===== src/rtl/pc_sequencer.sv =====
// Fetch-side PC sequencer: owns the fetch PC and a circular return-address stack.
// Resolves return/branch/call redirects from decode and emits a one-cycle flush pulse.
module pc_sequencer #(
    parameter int                     PC_WIDTH     = 32,
    parameter int                     RAS_DEPTH    = 8,
    parameter logic [PC_WIDTH-1:0]    RESET_VECTOR = '0
) (
    input  logic                          clock,
    input  logic                          reset,
    input  logic                          stall,
    input  logic                          take_branch_target,
    input  logic [PC_WIDTH-1:0]           branch_target,
    input  logic [PC_WIDTH-1:0]           decode_pc,
    input  logic                          is_call,
    input  logic                          is_return,
    output logic [PC_WIDTH-1:0]           pc,
    output logic                          flush,
    output logic [$clog2(RAS_DEPTH):0]    ras_count,
    output logic                          ras_overflow,
    output logic                          ras_underflow
);

    localparam int PTR_W = $clog2(RAS_DEPTH);
    localparam int CNT_W = PTR_W + 1;
    localparam logic [CNT_W-1:0]    FULL_CNT = CNT_W'(RAS_DEPTH);
    localparam logic [PC_WIDTH-1:0] PC_STEP  = PC_WIDTH'(4);

    logic [PC_WIDTH-1:0] pc_q, pc_d;
    logic                flush_q, flush_d;
    logic [CNT_W-1:0]    cnt_q, cnt_d;
    logic [PTR_W-1:0]    ptr_q, ptr_d;
    logic                ovf_q, ovf_d;
    logic                unf_q, unf_d;
    logic                push_en;
    logic [PC_WIDTH-1:0] ras_q [RAS_DEPTH];

    logic [PTR_W-1:0]    top_ptr;
    logic [PC_WIDTH-1:0] pc_seq;
    logic [PC_WIDTH-1:0] link_addr;

    assign top_ptr   = ptr_q - PTR_W'(1);
    assign pc_seq    = pc_q + PC_STEP;
    assign link_addr = decode_pc + PC_STEP;

    always_comb begin
        pc_d    = pc_q;
        flush_d = 1'b0;
        cnt_d   = cnt_q;
        ptr_d   = ptr_q;
        ovf_d   = ovf_q;
        unf_d   = unf_q;
        push_en = 1'b0;
        if (!stall) begin
            if (is_return && (cnt_q != '0)) begin
                pc_d    = ras_q[top_ptr];
                ptr_d   = top_ptr;
                cnt_d   = cnt_q - CNT_W'(1);
                flush_d = 1'b1;
            end else if (is_return) begin
                pc_d  = pc_seq;
                unf_d = 1'b1;
            end else if (take_branch_target) begin
                pc_d    = branch_target;
                flush_d = 1'b1;
                if (is_call) begin
                    push_en = 1'b1;
                    ptr_d   = ptr_q + PTR_W'(1);
                    // A push into a full stack silently overwrites the oldest entry.
                    if (cnt_q == FULL_CNT) begin
                        ovf_d = 1'b1;
                    end else begin
                        cnt_d = cnt_q + CNT_W'(1);
                    end
                end
            end else begin
                pc_d = pc_seq;
            end
        end
    end

    always_ff @(posedge clock) begin
        if (reset) begin
            pc_q    <= RESET_VECTOR;
            flush_q <= 1'b0;
            cnt_q   <= '0;
            ptr_q   <= '0;
            ovf_q   <= 1'b0;
            unf_q   <= 1'b0;
        end else begin
            pc_q    <= pc_d;
            flush_q <= flush_d;
            cnt_q   <= cnt_d;
            ptr_q   <= ptr_d;
            ovf_q   <= ovf_d;
            unf_q   <= unf_d;
        end
    end

    // Stack storage is data only; emptiness is tracked by cnt_q, so it needs no reset.
    always_ff @(posedge clock) begin
        if (push_en && !reset) begin
            ras_q[ptr_q] <= link_addr;
        end
    end

    assign pc            = pc_q;
    assign flush         = flush_q;
    assign ras_count     = cnt_q;
    assign ras_overflow  = ovf_q;
    assign ras_underflow = unf_q;

endmodule

===== config.mk =====
export PLATFORM = sky130hd
export DESIGN_NAME = pc_sequencer
export DESIGN_NICKNAME = d
export VERILOG_FILES = /design/src/rtl/pc_sequencer.sv
export SDC_FILE = /design/constraint.sdc
export NUM_CORES = 1
export LEC_CHECK = 0
export CORE_AREA = 2 2 153 155
export CTS_CLUSTER_DIAMETER = 200
export DETAILED_ROUTE_END_ITERATION = 12
export DIE_AREA = 0 0 155 157
export PLACE_DENSITY = 0.79
export REMOVE_ABC_BUFFERS = 1
export SYNTH_ARGS = -nofsm -noshare
export SYNTH_HDL_FRONTEND = slang
export SYNTH_SLANG_ARGS = --single-unit

===== constraint.sdc =====
create_clock -name clock -period 6.3 [get_ports clock]
set_input_delay 1.575 -clock clock [delete_from_list [all_inputs] [get_ports clock]]
set_output_delay 1.575 -clock clock [all_outputs]
set_load 0.02 [all_outputs]

==> run metrics <==
status completed; slew margin rel. 35.1%; GRT Util Overall 26.9%; Power Dens Cells 302 nW/um^2; DR vias/cell 6.43; routed wire length per instance 25.2 um; Synth Area per Inst 15.0 um^2; hold depth 2; Worst EP arrival 4820 ps; critical path class in -> reg; crit path launch type input pin; DR vias 8285; largest net degree at the start of global routing 44; final setup violation count 0; PortBufs 108; Synth cell types 59; CTS clk-pin slew, worst paths 60 ps; ratio of cells with drive above 1 in the final layout 15.0%; # diodes 0; Top Usage Layer GRT met2; Worst Path Required 6560 ps; initial drt markers 914; post-synthesis sequential area ratio 66.2%; H-tree depth 1; initial antenna violation count 0; endpoint class of the critical path flop; switching part of the total 25.9%; Tightest Pin Transition 973 ps; Worst Hold Class reg -> reg; multi-input logic area 4160 um^2; Worst-Skew Late Latency 560 ps; combinational fraction of design power 15.5%; cell taking the most area after synthesis edfxtp_1; Synth Register Bits 298; Worst R2R Setup Slack 2760 ps; slowest stage delay, CP 720 ps; Clock Root Buffer clkbuf_16; clock skew 18.3 ps; detailed-route DRC error count 0; area grow syn2layout 18.5%; Core Area 22500 um^2; GRT met1 Usage 39.3%; Setup Fix Bufs, Post-CTS 0; TritonCTS Buffers 29; reg2reg path depth 8; slowest library cell on the worst path nor2_4; Clock Tree Buf Depth 3; Leakage 4.96 nW; Fill cells 1455; Main synth FF type edfxtp_1; Final #Nets 1057; met3 usage 5.23%; Mapped Cells 861; CTS tree built; Post-DP HPWL 21000 um; Synth Warn # 0; Cell Chain, Critical Path clkdlybuf4s50_1, nand2b_1, nor2_1, nand3_1, nor2_4, buf_4; chip height 157 um; Pint 3.42 mW; Die ar. 24300 um^2; CTS Sinks 298; R2R Path Start ptr_q[0]; Worst VDD drop 0.000268 V; ranking of synthesized cells by area edfxtp_1 (60%), mux4_2 (11%), dfxtp_1 (6.5%); Post-CTS Hold Buffers 0; FMAX 0.220 GHz; grt met2 use 42.8%; crit path max fanout 22; top-count cell post-synth edfxtp_1; Fin Setup TNS 0 ps; row count 55; io pins 109; CTS resizes 0; vias in the first global route 8092; Clock power frac 36.0%; iteration count of the initial detailed-routing pass 5; hold slack 481 ps; Max Cap Viol 0; Placer Congestion 0.836; drt total wl 32400 um; Async S/R FF share, synth 0%; Initial Utilization 57.3%; period utilisation layout 72.3%; Hold Vio Cnt, Final 0; FF/Latch Area 8530 um^2; die width 155 um; antenna-violating nets left 0; hold endpoint pc[0]; Post-synth EDFFs 256; RSZ-0062 raised after global routing no; gr ovfl total 0; Max Slew Vio Count 0; top cell type's share of synthesized area 59.6%; minimum clock period 4550 ps; Critical R2R Capture pc[11]; Flop pwr share 48.5%; hold_sp pc[0]; Synth Cell Area 12900 um^2; Net Switching 1.19 mW; crit path buf inv count 2; Post-synth top cells edfxtp_1 (256), nand2_1 (112), mux4_2 (61); CP delay by family, top simple AND/OR/NAND/NOR gates; first-pass GRT wire length 48700 um
per-stage QoR:
step | worst slack, ps | power, mW | instance area, um^2 | std cells | utilization, %
2_1_floorplan | 321 | 2.71 | 12700 | 819 | -
3_3_place_gp | 1410 | 2.98 | 14400 | 1234 | 63.8
3_5_place_dp | 1260 | 2.99 | 14400 | 1234 | 63.8
4_1_cts | 1800 | 4.63 | 15300 | 1288 | 67.9
5_1_grt | 1480 | 4.76 | 15300 | 1288 | 67.9
6_report | 1750 | 4.62 | 15300 | 1288 | 67.9
registers in the layout (all words and copies together) (netlist names):
name	count
ras_underflow	1
pc	32
ras_count	4
flush	1
ras_q	256
ras_overflow	1
ptr_q	3
kinds of logic (layout without fill, tap and decap cells):
logic type	count (synthesis)	after routing	synth area share [%]
muxes	70	70	11.8
DFF	298	298	66.2
adders and majority gates	7	7	0.738
and+or+nand+nor	261	261	9.45
AOI/OAI and AO/OA	117	117	6.36
xor gates and xnor gates	49	49	3.48
buffers and inverters	59	201	2.06
power groups by stage:
stage	sequential, mW	combinational (mW)	clock [mW]
finish	2.24	0.716	1.66
global route	2.24	0.768	1.75
CTS	2.24	0.715	1.68
detailed placement	2.28	0.707	0
global placement	2.28	0.696	0
floorplan	2.31	0.397	0
how the worst max path moves through the flow:
stage,startpoint,end,slack (ps),cells after the start
final,is_return,ras_q[6][16],1750,6
after global routing,is_return,ras_q[6][6],1480,6
after CTS,is_return,ras_q[7][9],1800,6
after detailed placement,is_return,ras_q[7][4],1260,6
after global placement,is_return,ras_q[7][12],1410,6
after floorplan,ptr_q[0],pc[30],320,7
per-layer routing:
layer	share of wire (%)	up-vias
met1	41	4148
met3	10	56
met4	2.3	0
met5	0	-
li1	-	3610
met2	47	471
tightest hold or removal path, cell delays in order (launching register included):
cell	delay, ps
dfxtp_1	310
inv_1	50
o32ai_1	80
placed cells by master, fill, tap and decap left out, drive strengths merged, types with 24 or more instances in the layout:
cell	instances
clkdlybuf4s50	108
nand3	32
clkbuf	33
nand2	112
nor2	43
edfxtp	256
dfxtp	42
xnor2	30
o21ai	24
a21oi	28
mux4	64
cell type report:
cell class	instances	area share, %
well taps	285	2.33
multi-input cells	504	27.3
flip-flops and latches	298	55.8
clock buffers	33	4.85
inverters	17	0.418
clock inverters	21	1.15
repair buffers	130	8.16
(Power assumes the default switching activity.)
